==> config.mk <==
export PLATFORM = sky130hd
export DESIGN_NAME = lcd_bus_driver
export DESIGN_NICKNAME = d
export VERILOG_FILES = /design/src/rtl/lcd_pkg.sv /design/src/rtl/lcd_bus_driver.sv
export SDC_FILE = /design/constraint.sdc
export NUM_CORES = 1
export LEC_CHECK = 0
export ABC_CLOCK_PERIOD_IN_PS = 2300
export CAP_MARGIN = 20
export CORE_ASPECT_RATIO = 1.2
export CORE_MARGIN = 3
export CORE_UTILIZATION = 37
export CTS_CLUSTER_DIAMETER = 80
export CTS_CLUSTER_SIZE = 12
export DETAILED_ROUTE_END_ITERATION = 6
export SYNTH_ARGS = -nofsm -noshare
export SYNTH_HDL_FRONTEND = slang
export SYNTH_SLANG_ARGS = --single-unit
export TNS_END_PERCENT = 50
==> constraint.sdc <==
create_clock -name iCLK -period 2.3 [get_ports iCLK]
set_input_delay 0.345 -clock iCLK [delete_from_list [all_inputs] [get_ports iCLK]]
set_output_delay 0.345 -clock iCLK [all_outputs]
set_load 0.03 [all_outputs]
==> src/rtl/lcd_pkg.sv <==
`default_nettype none
// ============================================================================
// Module      : lcd_pkg
// Description : Shared definitions for the HD44780-style LCD bus driver and
//               the content sequencer: bus-phase state encoding, default
//               timing constants and the instruction bytes used at bring-up.
// Revision    : 1.0 - initial release
// ============================================================================
package lcd_pkg;

    // Bus phase of the driver; write phases first, then the busy-read phases.
    typedef enum logic [2:0] {
        ST_IDLE    = 3'd0,
        ST_W_SETUP = 3'd1,
        ST_W_EN    = 3'd2,
        ST_W_HOLD  = 3'd3,
        ST_R_SETUP = 3'd4,
        ST_R_EN    = 3'd5,
        ST_R_HOLD  = 3'd6,
        ST_DONE    = 3'd7
    } lcd_state_t;

    // Default phase timing in clock cycles.
    localparam int LCD_T_AS_DEF      = 4;
    localparam int LCD_T_PW_DEF      = 16;
    localparam int LCD_T_H_DEF       = 4;
    localparam int LCD_MAX_POLLS_DEF = 255;

    // Instruction bytes issued by the content sequencer.
    localparam logic [7:0] LCD_CMD_FUNCSET = 8'h38;
    localparam logic [7:0] LCD_CMD_DISPON  = 8'h0C;
    localparam logic [7:0] LCD_CMD_CLEAR   = 8'h01;
    localparam logic [7:0] LCD_CMD_ENTRY   = 8'h06;
    localparam logic [7:0] LCD_CMD_LINE1   = 8'h80;
    localparam logic [7:0] LCD_CMD_LINE2   = 8'hC0;

    // Largest of three phase lengths; sizes the shared phase counter.
    function automatic int lcd_max3(input int a, input int b, input int c);
        int m;
        m = (a > b) ? a : b;
        m = (m > c) ? m : c;
        return m;
    endfunction

endpackage : lcd_pkg
`default_nettype wire

==> src/rtl/lcd_bus_driver.sv <==
`default_nettype none
// ============================================================================
// Module      : lcd_bus_driver
// Description : Generates the timed RS/RW/EN/DATA waveform for one command or
//               data byte per start handshake, optionally polling the panel
//               busy flag before signalling completion.
// Revision    : 1.0 - initial release
// ============================================================================
module lcd_bus_driver
    import lcd_pkg::*;
#(
    parameter int T_AS      = LCD_T_AS_DEF,
    parameter int T_PW      = LCD_T_PW_DEF,
    parameter int T_H       = LCD_T_H_DEF,
    parameter int BUSY_POLL = 1,
    parameter int MAX_POLLS = LCD_MAX_POLLS_DEF
) (
    input  logic       iCLK,
    input  logic       iRST_N,
    input  logic [7:0] iDATA,
    input  logic       iRS,
    input  logic       iStart,
    output logic       oDone,
    output logic       oErr,
    output logic       oBusy,
    output logic [7:0] LCD_DATA_O,
    input  logic [7:0] LCD_DATA_I,
    output logic       LCD_DATA_OE,
    output logic       LCD_RS,
    output logic       LCD_RW,
    output logic       LCD_EN
);

    localparam int CW = $clog2(lcd_max3(T_AS, T_PW, T_H) + 1);

    localparam logic [CW-1:0] c_AS_LAST   = CW'(T_AS - 1);
    localparam logic [CW-1:0] c_PW_LAST   = CW'(T_PW - 1);
    localparam logic [CW-1:0] c_H_LAST    = CW'(T_H - 1);
    localparam logic [CW-1:0] c_CNT_ONE   = CW'(1);
    localparam logic [7:0]    c_MAX_POLLS = 8'(MAX_POLLS);

    lcd_state_t    r_state;
    lcd_state_t    w_state_nxt;
    logic [CW-1:0] r_cnt;
    logic [CW-1:0] w_cnt_nxt;
    logic [CW-1:0] w_cnt_inc;
    logic [7:0]    r_poll;
    logic [7:0]    w_poll_nxt;
    logic          r_err;
    logic          w_err_nxt;
    logic          r_start_d;
    logic          r_bf;
    logic [7:0]    r_data;
    logic          r_rs;
    logic          w_accept;
    logic          w_rs_lat;
    logic [7:0]    w_data_lat;
    logic          w_nxt_write;
    logic          w_nxt_read;

    // Output pins are registered from the next state so they are glitch-free.
    logic          r_en;
    logic          r_rw;
    logic          r_rs_pin;
    logic          r_oe;
    logic [7:0]    r_data_o;
    logic          r_done;
    logic          r_err_o;
    logic          r_busy;

    // Only the busy flag (bit 7) matters on a read; the address counter is ignored.
    logic          w_unused_di;
    assign w_unused_di = ^LCD_DATA_I[6:0];

    assign w_accept   = iStart & ~r_start_d & (r_state == ST_IDLE);
    assign w_cnt_inc  = r_cnt + c_CNT_ONE;
    assign w_rs_lat   = w_accept ? iRS : r_rs;
    assign w_data_lat = w_accept ? iDATA : r_data;

    assign w_nxt_write = (w_state_nxt == ST_W_SETUP) || (w_state_nxt == ST_W_EN) ||
                         (w_state_nxt == ST_W_HOLD);
    assign w_nxt_read  = (w_state_nxt == ST_R_SETUP) || (w_state_nxt == ST_R_EN) ||
                         (w_state_nxt == ST_R_HOLD);

    // State, phase counter, poll counter and error flag registers.
    always_ff @(posedge iCLK or negedge iRST_N) begin
        if (!iRST_N) begin
            r_state <= ST_IDLE;
            r_cnt   <= '0;
            r_poll  <= '0;
            r_err   <= 1'b0;
        end else begin
            r_state <= w_state_nxt;
            r_cnt   <= w_cnt_nxt;
            r_poll  <= w_poll_nxt;
            r_err   <= w_err_nxt;
        end
    end

    // Next-state logic: each phase lasts its own cycle count, counter restarts at 0.
    always_comb begin
        w_state_nxt = r_state;
        w_cnt_nxt   = r_cnt;
        w_poll_nxt  = r_poll;
        w_err_nxt   = r_err;
        unique case (r_state)
            ST_IDLE: begin
                if (w_accept) begin
                    w_state_nxt = ST_W_SETUP;
                    w_cnt_nxt   = '0;
                    w_poll_nxt  = '0;
                    w_err_nxt   = 1'b0;
                end
            end
            ST_W_SETUP: begin
                if (r_cnt == c_AS_LAST) begin
                    w_state_nxt = ST_W_EN;
                    w_cnt_nxt   = '0;
                end else begin
                    w_cnt_nxt = w_cnt_inc;
                end
            end
            ST_W_EN: begin
                if (r_cnt == c_PW_LAST) begin
                    w_state_nxt = ST_W_HOLD;
                    w_cnt_nxt   = '0;
                end else begin
                    w_cnt_nxt = w_cnt_inc;
                end
            end
            ST_W_HOLD: begin
                if (r_cnt == c_H_LAST) begin
                    w_state_nxt = (BUSY_POLL != 0) ? ST_R_SETUP : ST_DONE;
                    w_cnt_nxt   = '0;
                end else begin
                    w_cnt_nxt = w_cnt_inc;
                end
            end
            ST_R_SETUP: begin
                if (r_cnt == c_AS_LAST) begin
                    w_state_nxt = ST_R_EN;
                    w_cnt_nxt   = '0;
                end else begin
                    w_cnt_nxt = w_cnt_inc;
                end
            end
            ST_R_EN: begin
                if (r_cnt == c_PW_LAST) begin
                    w_state_nxt = ST_R_HOLD;
                    w_cnt_nxt   = '0;
                end else begin
                    w_cnt_nxt = w_cnt_inc;
                end
            end
            ST_R_HOLD: begin
                if (r_cnt == c_H_LAST) begin
                    w_cnt_nxt = '0;
                    if (!r_bf) begin
                        w_state_nxt = ST_DONE;
                    end else if (r_poll < c_MAX_POLLS) begin
                        w_state_nxt = ST_R_SETUP;
                        w_poll_nxt  = r_poll + 8'd1;
                    end else begin
                        w_state_nxt = ST_DONE;
                        w_err_nxt   = 1'b1;
                    end
                end else begin
                    w_cnt_nxt = w_cnt_inc;
                end
            end
            ST_DONE: begin
                w_state_nxt = ST_IDLE;
                w_cnt_nxt   = '0;
            end
            default: begin
                w_state_nxt = ST_IDLE;
                w_cnt_nxt   = '0;
            end
        endcase
    end

    // Start edge detector, request latch and busy-flag sample at the end of R_EN.
    always_ff @(posedge iCLK or negedge iRST_N) begin
        if (!iRST_N) begin
            r_start_d <= 1'b0;
            r_data    <= '0;
            r_rs      <= 1'b0;
            r_bf      <= 1'b0;
        end else begin
            r_start_d <= iStart;
            r_data    <= w_data_lat;
            r_rs      <= w_rs_lat;
            if ((r_state == ST_R_EN) && (w_state_nxt == ST_R_HOLD)) begin
                r_bf <= LCD_DATA_I[7];
            end
        end
    end

    // Pin and handshake registers decoded from the state being entered.
    always_ff @(posedge iCLK or negedge iRST_N) begin
        if (!iRST_N) begin
            r_en     <= 1'b0;
            r_rw     <= 1'b0;
            r_rs_pin <= 1'b0;
            r_oe     <= 1'b0;
            r_data_o <= '0;
            r_done   <= 1'b0;
            r_err_o  <= 1'b0;
            r_busy   <= 1'b0;
        end else begin
            r_en     <= (w_state_nxt == ST_W_EN) || (w_state_nxt == ST_R_EN);
            r_rw     <= w_nxt_read;
            r_rs_pin <= w_nxt_write & w_rs_lat;
            r_oe     <= w_nxt_write;
            r_data_o <= w_data_lat;
            r_done   <= (w_state_nxt == ST_DONE);
            r_err_o  <= (w_state_nxt == ST_DONE) & w_err_nxt;
            r_busy   <= (w_state_nxt != ST_IDLE);
        end
    end

    assign LCD_EN      = r_en;
    assign LCD_RW      = r_rw;
    assign LCD_RS      = r_rs_pin;
    assign LCD_DATA_OE = r_oe;
    assign LCD_DATA_O  = r_data_o;
    assign oDone       = r_done;
    assign oErr        = r_err_o;
    assign oBusy       = r_busy;

endmodule : lcd_bus_driver
`default_nettype wire

=== Yosys cells after proc, flatten, opt, wreduce, memory -nomap -nowiden ===
Index checks and enable logic that the tools add are counted.

* Bits of input ports: 20
* Logic and storage cells: 80
* Output and inout bits: 15
* Bits in registers: 35

* Equality and inequality tests: 20
* $add $sub $neg: 2
* Mux-type cells: 25
* $lt $le $gt $ge: 1
* Reduce and logical (&&, ||, !) cells: 12
* Bitwise gates (word level): 5

{| class="wikitable"
|+ Operators with widths
! kind !! count
|-
| 8-bit 2-to-1 mux || 4
|-
| 3-bit equality test, second input constant || 8
|-
| 3-bit case mux with 8 select lines || 1
|-
| 3-bit 2-to-1 mux || 7
|-
| 5-bit case mux with 4 select lines || 1
|-
| 8-bit case mux with 2 select lines || 1
|-
| 5-bit 2-to-1 mux || 3
|-
| 3-bit by 2-bit equality test with 1-bit output, second input constant || 4
|-
| 8-bit by 1-bit adder with 8-bit output, second input constant || 1
|-
| 8-bit less-than comparator, second input constant || 1
|-
| 2-bit inequality test, second input constant || 4
|-
| 3-bit by 1-bit equality test with 1-bit output, second input constant || 2
|-
| 5-bit by 1-bit adder with 5-bit output, second input constant || 1
|-
| 5-bit by 2-bit equality test with 1-bit output, second input constant || 1
|-
| 5-bit by 4-bit equality test with 1-bit output, second input constant || 1
|-
| 1-bit logical OR || 5
|-
| 1-bit 2-to-1 mux || 5
|-
| 5-bit AND reduction || 1
|-
| 1-bit bitwise AND || 4
|-
| 2-bit 2-to-1 mux || 2
|-
| 4-bit OR reduction || 1
|-
| 3-bit logical NOT || 1
|-
| 3-bit nonzero test || 1
|-
| 1-bit case mux with 2 select lines || 1
|-
| 4 further kinds || 4
|}

=== Longest topological paths before layout ===
* Depth in word-level cells: 9
* Depth in mapped cells: 9
* Gate-level depth less buffers: 9

=== Worst setup path before layout ===
No wires, ideal clock.

* Path kind: register to register
* Start point: reg r_cnt[0]
* End point: reg r_busy, in the netlist oBusy
* Slack: 203 ps
* Buffers on the path: 0
* Required time: 2169 ps
* Period minus slack after synthesis: 2097 ps
* Stages on the path, launching flop included: 7
* Setup time: 131 ps
* Data arrival time: 1966 ps
* Path through: dfrtp_1 -> ha_1 -> nor4b_4 -> nand2_2 -> mux2_4 -> or3_4 -> or3_1

* Cells in the longest elaborated chain, start to end: 4
* Elaborated cells between the ends (all ways): 10
* Those cells by class: eq/ne: 2; mux: 7; reduce/logical: 1

{| class="wikitable"
|+ RTL lines
! what !! RTL line !! source
|-
| start, declared || lcd_bus_driver.sv:44 || <nowiki>logic [CW-1:0] r_cnt;</nowiki>
|-
| start signal, assigned || lcd_bus_driver.sv:94 || <nowiki>r_cnt <= w_cnt_nxt;</nowiki>
|-
| 5-bit by 2-bit equality test with 1-bit output or 5-bit by 4-bit equality test with 1-bit output (tied branches) || -- ||
|-
| 3-bit 2-to-1 mux, or another cell as far along || lcd_bus_driver.sv:156 || <nowiki>if (r_cnt == c_H_LAST) begin</nowiki>
|-
| 3-bit case mux with 8 select lines * || lcd_bus_driver.sv:106 || <nowiki>unique case (r_state)</nowiki>
|-
| named net w_state_nxt[1] || lcd_bus_driver.sv:43 || <nowiki>lcd_state_t w_state_nxt;</nowiki>
|-
| 3-bit nonzero test * || lcd_bus_driver.sv:218 || <nowiki>r_busy <= (w_state_nxt != ST_IDLE);</nowiki>
|-
| end signal, assigned || lcd_bus_driver.sv:218 ||
|-
| end, declared || lcd_bus_driver.sv:69 || <nowiki>logic r_busy;</nowiki>
|}

Mark *: on every way through the listed nets, which the timed path passes. The rest lies on a longest branch.
A chain may end at the register's enable or synchronous reset.

=== Worst setup path after layout ===
Ends and elaborated chain as after synthesis.

==> reports/qor.yml <==
drc: 0
sw_frac_of_total_pct: 39.3
rsz0062_at_grt: "false"
cts-resized-gates: 0
ant_nets: 0
grt_start_max_net_pins: 36
cts.sinks: 35
io_pins: 35
fmax_ghz: 0.459
cts-root-buf: "clkbuf_8"
period_share_pct: 94.6
fp.dieH_um: 80.9
setup_violations: 0
stdcell_count: 253
synth_edf_count: 0
p_leak_uw: 0.000960
dominantRegCellSynth: "dfrtp_1"
finalCriticalPeriod_ps: 2180
cts.repair_timing.setup_buffer_count: 0
cts.reportedPaths.clkPinSlew_ps: 70
status: "completed"
num_antenna_cells: 0
vias: 1389
vias_per_cell: 5.49
post_drt_wl_per_cell_um: 15.1
hold_class: "input pin to asynchronous set/reset pin"
ff2ff_setup_slack_ps: 120
required_ps: 2460
slew-limit-headroom_pct: 63.1
finalNetCount: 220
ir_drop_mv: 0.675
p_switching_uw: 1060
p_comb_share_pct: 44.1
cts_hold_buffers: 0
crit_path_end: "oBusy$_DFF_PN0_"
fillers: 420
grt_pass1_wl_um: 6550
ys_seq_area_share_pct: 50.6
crit_fanout: 5
synth_fp_nets: 186
r2r-end: "oBusy$_DFF_PN0_"
overflow: 0
arrival_ps: 2340
design.core.area_sq_um: 4390
reg2reg_from: "r_cnt[0]$_DFFE_PN0P_"
dpl_worst_slack_ps: 54.3
fin_util_pct: 50.1
p_seq_share_pct: 39.9
synthArstFlopShare_pct: 100
tritoncts: "done"
maxCapViolCount: 0
finalHoldViolations: 0
clk_path_buf_depth: 2
num_rows: 26
yosys.cell_types.count: 46
clkPwrFrac_pct: 16.0
area_delta_synth_final_pct: 27.2
die_w_um: 68.5
dp.cells: 245
whs_ps: 475
final_common_cell: "dfrtp_1"
endpoint_kind: "flop"
p_per_area_nw_per_um2: 1230
finClkSkew_ps: 5.80
port_buffers: 27
netlist_instances: 162
worst_pin_slew_ps: 554
drive_gt1_share_pct: 18.3
p_int_uw: 1640
die_area_sq_um: 5540
ys_warn_count: 0
crit_path_start: "r_cnt[0]$_DFFE_PN0P_"
numCtsBuffers: 5
htree_levels: 2
grt_pass1_vias: 1524
clock_latency_ps: 290
gp_congestion: 0.850
fin_setup_tns_ps: 0
initial_core_util_pct: 39.4
grt_use_total_pct: 16.0
drt-total-wl_um: 3810
antenna_found_initial: 0
avgSynthCellArea_sq_um: 10.7
cp-start-kind: "flop"
reg2regPathDepth: 9
hpwl_um: 2820
final_cell_mix: "dfrtp_1, clkdlybuf4s50_1, nand2_1"
syn_area_sq_um: 1730
slew_violations: 0
drt-pass1-iter-count: 4
critical_path_class: "flop to flop"
fin_ws_ps: 123
ys_seq_elements: 35
first_iter_violations: 38
metrics by stage:
step | total power [uW] | cell area [sq um]
finish | 2700 | 2200
global placement | 2180 | 2100
CTS | 2700 | 2180
detailed placement | 2250 | 2100
floorplan | 1810 | 1730
global route | 2920 | 2200
cell usage after synthesis (3+ instances only):
library cell | n | area share (%)
a21oi_1 | 6 | 1.7
nand2b_1 | 4 | 1.4
mux2_2 | 10 | 6.5
and2_1 | 5 | 1.8
o21ai_0 | 11 | 3.2
nand2_1 | 12 | 2.6
dfrtp_1 | 35 | 51
a21o_1 | 4 | 1.7
clkbuf_1 | 5 | 1.1
ha_1 | 4 | 2.9
nor2_1 | 8 | 1.7
nand3_1 | 6 | 1.7
nor2b_1 | 4 | 1.4
and3_1 | 3 | 1.1
inv_1 | 5 | 1.1
nand4_1 | 3 | 1.1
worst max-delay path, stage by stage, from the launching register on:
cell and delay [ps]:
dfrtp_1 420, ha_4 180, nand3_1 100, inv_1 80, ha_2 210, nand2b_1 130
o211ai_1 110, a32o_1 300, and2_1 170, or3_1 340
logic make-up after synthesis:
family,count (synthesis),synth area share [%]
fa+ha+maj,4,2.89
simple gates,58,19.6
buf+inv,12,2.75
compound gates,40,15.7
flops,35,50.6
mux,13,8.53
worst min-delay path by stage:
stage,endpoint,slack (ps)
2_1_floorplan,LCD_DATA_OE$_DFF_PN0_,50
3_3_place_gp,r_err$_DFF_PN0_,460
3_5_place_dp,r_rs$_DFF_PN0_,480
4_1_cts,r_cnt[2]$_DFFE_PN0P_,490
5_1_grt,r_start_d$_DFF_PN0_,510
6_report,r_cnt[2]$_DFFE_PN0P_,480
metal layers:
layer  up-vias  global-route usage (%)  share of wire (%)
met4         0                    8.55                2.8
met2        35                    27.8                 52
met3        12                    5.12                5.1
li1        655                       -                  -
met1       687                    16.7                 40
met5         -                       0                  0
state kept, by name, summed over array words and instances (netlist names), 3 cells and up:
name        cells
r_cnt           5
r_state         3
LCD_DATA_O      8
r_poll          8
final cells by class:
| cell class | count | area, sq um | area share [%] |
|---|---|---|---|
| Multi-Input combinational cell | 115 | 830 | 37.7 |
| Timing Repair Buffer | 34 | 323 | 14.7 |
| Sequential cell | 35 | 876 | 39.8 |
| Tap cell | 56 | 70.1 | 3.18 |
| Inverter | 5 | 18.8 | 0.852 |
| Clock buffer | 6 | 72.6 | 3.30 |
| Clock inverter | 2 | 12.5 | 0.568 |
power groups by stage:
stage | sequential [uW] | combinational [uW] | clock, uW
2_1_floorplan | 1190 | 625 | 0
3_3_place_gp | 1050 | 1130 | 0
3_5_place_dp | 1080 | 1170 | 0
4_1_cts | 1070 | 1180 | 448
5_1_grt | 1110 | 1320 | 485
6_report | 1080 | 1190 | 431
Note: power is estimated with default switching activity, not from simulation.
